[config.mk]
export PLATFORM = sky130hd
export DESIGN_NAME = vga_timing
export DESIGN_NICKNAME = d
export VERILOG_FILES = /design/src/rtl/vga_timing.sv
export SDC_FILE = /design/constraint.sdc
export NUM_CORES = 1
export LEC_CHECK = 0
export CORE_MARGIN = 1
export CORE_UTILIZATION = 58
export CTS_CLUSTER_DIAMETER = 150
export DETAILED_ROUTE_END_ITERATION = 7
export GPL_ROUTABILITY_DRIVEN = 0
export PLACE_DENSITY_LB_ADDON = 0.3
export SLEW_MARGIN = 20
export SYNTH_ARGS = -nofsm -noshare
export SYNTH_HDL_FRONTEND = slang
export SYNTH_SLANG_ARGS = --single-unit
[constraint.sdc]
create_clock -name clk -period 3.1 [get_ports clk]
set_input_delay 0.775 -clock clk [delete_from_list [all_inputs] [get_ports clk]]
set_output_delay 0.775 -clock clk [all_outputs]
set_load 0.005 [all_outputs]
[src/rtl/vga_timing.sv]
// ---------------------------------------------------------------------------
// vga_timing
//
// Raster timing generator for the VGA pixel path. Two free-running counters
// (hcnt/vcnt) walk the H_TOTAL x V_TOTAL raster, one pixel per pel_en tick.
// The counter position is decoded and registered, so the outputs on the clock
// after a tick describe the pixel the counters held at that tick.
//
// Ports:
//   clk          system clock
//   rst          asynchronous, active-high reset
//   pel_en       pixel tick; nothing advances or changes while low
//   x, y         coordinates of the pixel currently presented
//   active       pixel lies inside the visible window
//   vga_hs/vs    horizontal / vertical sync, asserted level = SYNC_POL
//   vga_blank    DAC blank, same as active
//   vga_sync     DAC composite sync, constant 0
//   line_start   high for the whole pixel period of x==0
//   frame_start  high for the whole pixel period of x==0, y==0
//
// Build option:
//   VGA_TIMING_PIPE_EN  when defined, sync/active/blank/strobes are delayed by
//                       PIPE_DEPTH further pel_en-clocked stages to line up
//                       with the background/sprite ROM read latency. x and y
//                       are never delayed. When undefined PIPE_DEPTH is unused.
//
// H_TOTAL and V_TOTAL must each be <= 1024 (10-bit counters).
// ---------------------------------------------------------------------------
module vga_timing #(
   parameter int H_ACTIVE   = 640,
   parameter int H_FP       = 16,
   parameter int H_SYNC     = 96,
   parameter int H_BP       = 48,
   parameter int V_ACTIVE   = 480,
   parameter int V_FP       = 10,
   parameter int V_SYNC     = 2,
   parameter int V_BP       = 33,
   parameter bit SYNC_POL   = 1'b0,
   parameter int PIPE_DEPTH = 2
) (
   input  logic       clk,
   input  logic       rst,
   input  logic       pel_en,
   output logic [9:0] x,
   output logic [9:0] y,
   output logic       active,
   output logic       vga_hs,
   output logic       vga_vs,
   output logic       vga_blank,
   output logic       vga_sync,
   output logic       line_start,
   output logic       frame_start
);

   localparam int H_TOTAL = H_ACTIVE + H_FP + H_SYNC + H_BP;
   localparam int V_TOTAL = V_ACTIVE + V_FP + V_SYNC + V_BP;

   localparam logic [9:0] H_LAST = 10'(H_TOTAL - 1);
   localparam logic [9:0] V_LAST = 10'(V_TOTAL - 1);

   // Window bounds kept at 11 bits so a sync pulse ending exactly at 1024
   // still compares correctly against the 10-bit counters.
   localparam logic [10:0] H_ACT_END  = 11'(H_ACTIVE);
   localparam logic [10:0] H_SYNC_BEG = 11'(H_ACTIVE + H_FP);
   localparam logic [10:0] H_SYNC_END = 11'(H_ACTIVE + H_FP + H_SYNC);
   localparam logic [10:0] V_ACT_END  = 11'(V_ACTIVE);
   localparam logic [10:0] V_SYNC_BEG = 11'(V_ACTIVE + V_FP);
   localparam logic [10:0] V_SYNC_END = 11'(V_ACTIVE + V_FP + V_SYNC);

   typedef struct packed {
      logic active;
      logic hs;
      logic vs;
      logic ls;
      logic fs;
   } tim_t;

   localparam tim_t TIM_RST = '{active: 1'b0, hs: ~SYNC_POL, vs: ~SYNC_POL,
                                ls: 1'b0, fs: 1'b0};

   logic [9:0] hcnt_q, hcnt_d;
   logic [9:0] vcnt_q, vcnt_d;
   logic [9:0] x_q, x_d;
   logic [9:0] y_q, y_d;
   tim_t       tim_q, tim_d;
   tim_t       tim_out;

   logic [10:0] h_ext;
   logic [10:0] v_ext;

   assign h_ext = {1'b0, hcnt_q};
   assign v_ext = {1'b0, vcnt_q};

   always_comb begin
      hcnt_d = hcnt_q;
      vcnt_d = vcnt_q;
      x_d    = x_q;
      y_d    = y_q;
      tim_d  = tim_q;
      if (pel_en) begin
         x_d          = hcnt_q;
         y_d          = vcnt_q;
         tim_d.active = (h_ext < H_ACT_END) && (v_ext < V_ACT_END);
         tim_d.hs     = ((h_ext >= H_SYNC_BEG) && (h_ext < H_SYNC_END))
                        ? SYNC_POL : ~SYNC_POL;
         tim_d.vs     = ((v_ext >= V_SYNC_BEG) && (v_ext < V_SYNC_END))
                        ? SYNC_POL : ~SYNC_POL;
         tim_d.ls     = (hcnt_q == 10'd0);
         tim_d.fs     = (hcnt_q == 10'd0) && (vcnt_q == 10'd0);

         if (hcnt_q == H_LAST) begin
            hcnt_d = 10'd0;
            vcnt_d = (vcnt_q == V_LAST) ? 10'd0 : vcnt_q + 10'd1;
         end else begin
            hcnt_d = hcnt_q + 10'd1;
         end
      end
   end

   always_ff @(posedge clk or posedge rst) begin
      if (rst) begin
         hcnt_q <= 10'd0;
         vcnt_q <= 10'd0;
         x_q    <= 10'd0;
         y_q    <= 10'd0;
         tim_q  <= TIM_RST;
      end else begin
         hcnt_q <= hcnt_d;
         vcnt_q <= vcnt_d;
         x_q    <= x_d;
         y_q    <= y_d;
         tim_q  <= tim_d;
      end
   end

`ifdef VGA_TIMING_PIPE_EN
   generate
      if (PIPE_DEPTH > 0) begin : g_pipe
         tim_t [PIPE_DEPTH-1:0] pipe_q, pipe_d;

         // Shift only on pixel ticks so the delay is measured in pixels,
         // not clocks, and strobes keep their one-pixel width.
         always_comb begin
            pipe_d = pipe_q;
            if (pel_en) begin
               pipe_d[0] = tim_q;
               for (int i = 1; i < PIPE_DEPTH; i++) begin
                  pipe_d[i] = pipe_q[i-1];
               end
            end
         end

         always_ff @(posedge clk or posedge rst) begin
            if (rst) begin
               pipe_q <= {PIPE_DEPTH{TIM_RST}};
            end else begin
               pipe_q <= pipe_d;
            end
         end

         assign tim_out = pipe_q[PIPE_DEPTH-1];
      end else begin : g_no_pipe
         assign tim_out = tim_q;
      end
   endgenerate
`else
   localparam int unused_pipe_depth = PIPE_DEPTH;
   assign tim_out = tim_q;
`endif

   assign x           = x_q;
   assign y           = y_q;
   assign active      = tim_out.active;
   assign vga_blank   = tim_out.active;
   assign vga_hs      = tim_out.hs;
   assign vga_vs      = tim_out.vs;
   assign line_start  = tim_out.ls;
   assign frame_start = tim_out.fs;
   assign vga_sync    = 1'b0;

endmodule

Word level (Yosys, flattened, before mapping)

Cells that the tools add are included.

Input bits: 3
Word-level logic and storage cells: 30
Output and inout bits: 27
Register bits: 45

$lt $le $gt $ge: 6
Reductions and logical operators: 7
Eq/ne operators: 2
Add/subtract/negate cells: 2
Muxes and demuxes: 4

Operator list:

| operator                | count |
|---|---|
| $add A10 B1 Y10 const B | 2 |
| $eq A10 B10 Y1 const B  | 2 |
| $logic_not A10 Y1       | 2 |
| $lt A10 B10 Y1 const B  | 2 |
| $lt A10 B9 Y1 const B   | 2 |
| $mux W10                | 2 |
| $ge A10 B10 Y1 const B  | 1 |
| $ge A10 B9 Y1 const B   | 1 |
| $logic_and A1 B1 Y1     | 4 |
| $mux W1                 | 2 |
| $reduce_and A2 Y1       | 1 |

Depth between registers and ports, before layout

Depth after elaboration: 3
Gate-level depth with buffers: 6
Depth with buffers taken out: 6

Worst setup path before layout

No wires, ideal clock.

Path type: in2reg
From: in pel_en
To: reg vcnt_q[8]
Required time: 2.976 ns
Arrival time: 2.297 ns
Library setup time: 0.124 ns
Buffers on the path: 2
Stages on the path: 6
Slack: 0.679 ns
Path through: buf_2 nand4_2 or4_4 buf_6 or4_4 xnor2_2

Cells in the longest elaborated chain, start to end: 1

Ends and longest elaborated chain:

| element                            | line | text |
|---|---|---|
| start, declared                    | 43   | `input logic pel_en,` |
| $reduce_and A2 Y1 (no source line) | -    |  |
| end signal, assigned               | 129  | `vcnt_q <= vcnt_d;` |
| end, declared                      | 82   | `logic [9:0] vcnt_q, vcnt_d;` |

No other way between the ends.
A chain may end at the register's enable or synchronous reset.

Worst setup path after layout

Same ends and word-level chain as after synthesis.

==> results.sh <==
export IMPL_ys_ff_latch=45
export IMPL_mostFrequentLayoutCells="43 x dfrtp_1, 28 x clkdlybuf4s50_1, 21 x mux2_2"
export IMPL_final_core_util=0.7309
export IMPL_syn_num_nets=188
export IMPL_critPathKind="in2reg"
export IMPL_cts_htree_levels=2
export IMPL_core_um2=3390
export IMPL_area_growth_syn_to_layout_pct=18.42
export IMPL_cts_buffer_depth=2
export IMPL_report_final_slew_viol_count=0
export IMPL_die_h_um=62.06
export IMPL_rsz0062_at_grt="no"
export IMPL_r2r_setup_slack_ns=0.96
export IMPL_critPathRequiredTime_ns=3.35
export IMPL_cts_root_buf="clkbuf_4"
export IMPL_synth_edff_count=0
export IMPL_cpMostUsedCell="or4_4"
export IMPL_setup_tns_final_ns=0
export IMPL_cellPowerDensity_nw_per_um2=558.9
export IMPL_antenna_found_initial=0
export IMPL_portBuffers=28
export IMPL_worst_slew_margin_rel=0.6343
export IMPL_max_stage_delay_ns=0.55
export IMPL_fp_dieW_um=62.06
export IMPL_grt_pass1_wl_mm=6.396
export IMPL_post_cts_buffers=0
export IMPL_drt_iter0_drc=52
export IMPL_wl_mm=4.056
export IMPL_cp_max_fo=9
export IMPL_critPathLaunch="pel_en"
export IMPL_crit_reg2reg_launch="hcnt_q[0]$_DFFE_PP0P_"
export IMPL_drtAntennaViolNets=0
export IMPL_io_pins=30
export IMPL_rows=21
export IMPL_ys_async_sr_fraction=1.000
export IMPL_dp_hpwl_mm=2.856
export IMPL_first_global_vias=1407
export IMPL_hold_viol_final=0
export IMPL_holdWs_ns=0.5116
export IMPL_clkSinkCount=45
export IMPL_avgSynthCellArea_um2=11.56
export IMPL_stdcell_count=257
export IMPL_netlist_instances=181
export IMPL_tightest_slew_ns=0.5486
export IMPL_ctsHoldBuffers=0
export IMPL_grt_max_degree=46
export IMPL_min_path_type="reg2reg"
export IMPL_critPathLaunchType="input port"
export IMPL_cts_resized=0
export IMPL_critPathBufInv=1
export IMPL_crit_cells=5
export IMPL_synth_ff_type="dfrtp_1"
export IMPL_drc=0
export IMPL_synth_cell_type_count=42
export IMPL_skew_ns=0.009631
export IMPL_dieArea_um2=3851
export IMPL_fin_crit_ns=2.319
export IMPL_wl_per_cell_um=15.78
export IMPL_leakage_nw=1.141
export IMPL_cp_top_family="simple AND/OR/NAND/NOR gates"
export IMPL_drv_cap=0
export IMPL_outcome="complete, no violations"
export IMPL_clkTransAtPathRegs_ns=0.12
export IMPL_yosysSeqAreaShare=0.5395
export IMPL_endpoint="vcnt_q[8]$_DFFE_PP0P_"
export IMPL_firstDrtPassIters=4
export IMPL_cp_arrival_ns=2.57
export IMPL_ir_drop_mv=0.3639
export IMPL_r2r_end="vcnt_q[8]$_DFFE_PP0P_"
export IMPL_power_mw=1.385
export IMPL_yosys_warnings=0
export IMPL_start_util=0.6172
export IMPL_clk_latency_ns=0.35
export IMPL_nNetsFinal=217
export IMPL_fin_crit_sh=0.7482
export IMPL_grt_remaining_overflow=0
export IMPL_timing_fmax_mhz=431.1
export IMPL_setup_violations=0
export IMPL_cts_tree="built"
export IMPL_syn_cell_area_um2=2092
export IMPL_final_common_cell="dfrtp_1"
export IMPL_drive_gt1_frac=0.2038
export IMPL_dr_total_vias=1490
export IMPL_grt_use_total=0.2371
export IMPL_end_kind="flop"
export IMPL_path_cells="clkdlybuf4s50_1 > nand4_2 > or4_4 > or4_4 > xnor2_2"
export IMPL_diodes=0
export IMPL_vias_per_cell=5.798
export IMPL_dp_cells=249
export IMPL_cts_buffers=5
export IMPL_reg2regPathDepth=5
export IMPL_crit_slowest_cell="or4_4"
how the worst min path moves through the flow:
stage	startpoint	endpoint	depth (start not counted)
CTS	vga_vs$_DFFE_PP1P_	vga_vs$_DFFE_PP1P_	2
global route	y[8]$_DFFE_PP0P_	y[8]$_DFFE_PP0P_	1
global placement	vga_vs$_DFFE_PP1P_	vga_vs$_DFFE_PP1P_	2
detailed placement	x[7]$_DFFE_PP0P_	x[7]$_DFFE_PP0P_	1
finish	vga_vs$_DFFE_PP1P_	vga_vs$_DFFE_PP1P_	2
floorplan	vga_vs$_DFFE_PP1P_	vga_vs$_DFFE_PP1P_	2
report_power, final:
| part | leakage [nW] | total, mW | switching, mW | internal (mW) |
|---|---|---|---|---|
| logic | 0.523 | 0.291 | 0.114 | 0.177 |
| clock network | 0.0413 | 0.312 | 0.180 | 0.132 |
| registers | 0.576 | 0.782 | 0.111 | 0.671 |
sequential cells by signal, indices dropped and copies added (netlist names):
name / flops
line_start: 1
active: 1
vga_hs: 1
vga_vs: 1
hcnt_q: 10
x: 10
y: 10
frame_start: 1
vcnt_q: 10
routing by layer:
metal,part of all wire,global-route usage,vias to the layer above,wire [µm]
met1,0.43,0.2882,756,1739
met4,0.021,0.1079,0,85
met2,0.51,0.3875,39,2085
li1,-,-,687,-
met5,0,0,-,0
met3,0.036,0.07246,8,147
synth_stat cells (2+ instances only):
cell type | instances | area, µm²
xnor2_1 | 5 | 43.79
clkbuf_1 | 4 | 15.01
mux2_2 | 21 | 236.5
nand3_1 | 9 | 45.04
a21oi_1 | 2 | 10.01
ha_1 | 4 | 50.05
mux2i_1 | 2 | 20.02
dfrtp_1 | 43 | 1076
o22ai_1 | 4 | 25.02
inv_1 | 11 | 41.29
nand2_1 | 11 | 41.29
nor3_1 | 5 | 25.02
or4_4 | 2 | 22.52
o21ai_0 | 6 | 30.03
and3_1 | 4 | 25.02
nor2_1 | 9 | 33.78
xor2_1 | 4 | 35.03
dfstp_2 | 2 | 52.55
or3_1 | 2 | 12.51
buf_4 | 2 | 15.01
nor4_1 | 4 | 25.02
buf_2 | 3 | 15.01
nand4_1 | 3 | 18.77
layout make-up:
type | count | area [µm²]
Sequential cell | 45 | 1129
Fill cell | 229 | 912.1
Multi-Input combinational cell | 114 | 862.1
Timing Repair Buffer | 33 | 317.8
Clock buffer | 7 | 65.06
Tap cell | 46 | 57.56
Inverter | 11 | 41.29
Clock inverter | 1 | 5.005
tightest hold or removal path, stage by stage (launching register included):
cell and delay [ns]:
dfstp_2 0.39, nor2_1 0.08, a31oi_1 0.05
metrics by stage:
stage                     worst slack, ns  cell area (µm²)
after global placement             0.4397             2407
after detailed placement           0.4036             2407
final                              0.7805             2477
after floorplan                    0.6786             2092
after global routing               0.7582             2477
after CTS                          0.7922             2477
kinds of logic (layout without fill, tap and decap cells):
family,after synthesis,after routing,share of synthesized area
simple gates,59,59,0.1687
other cells,1,1,0.001793
flops,45,45,0.5395
mux,23,23,0.1226
buf+inv,22,52,0.04844
compound gates,17,17,0.04965
fa+ha+maj,4,4,0.02392
xor+xnor,10,10,0.04545
Power figures use the tool's default switching activity.
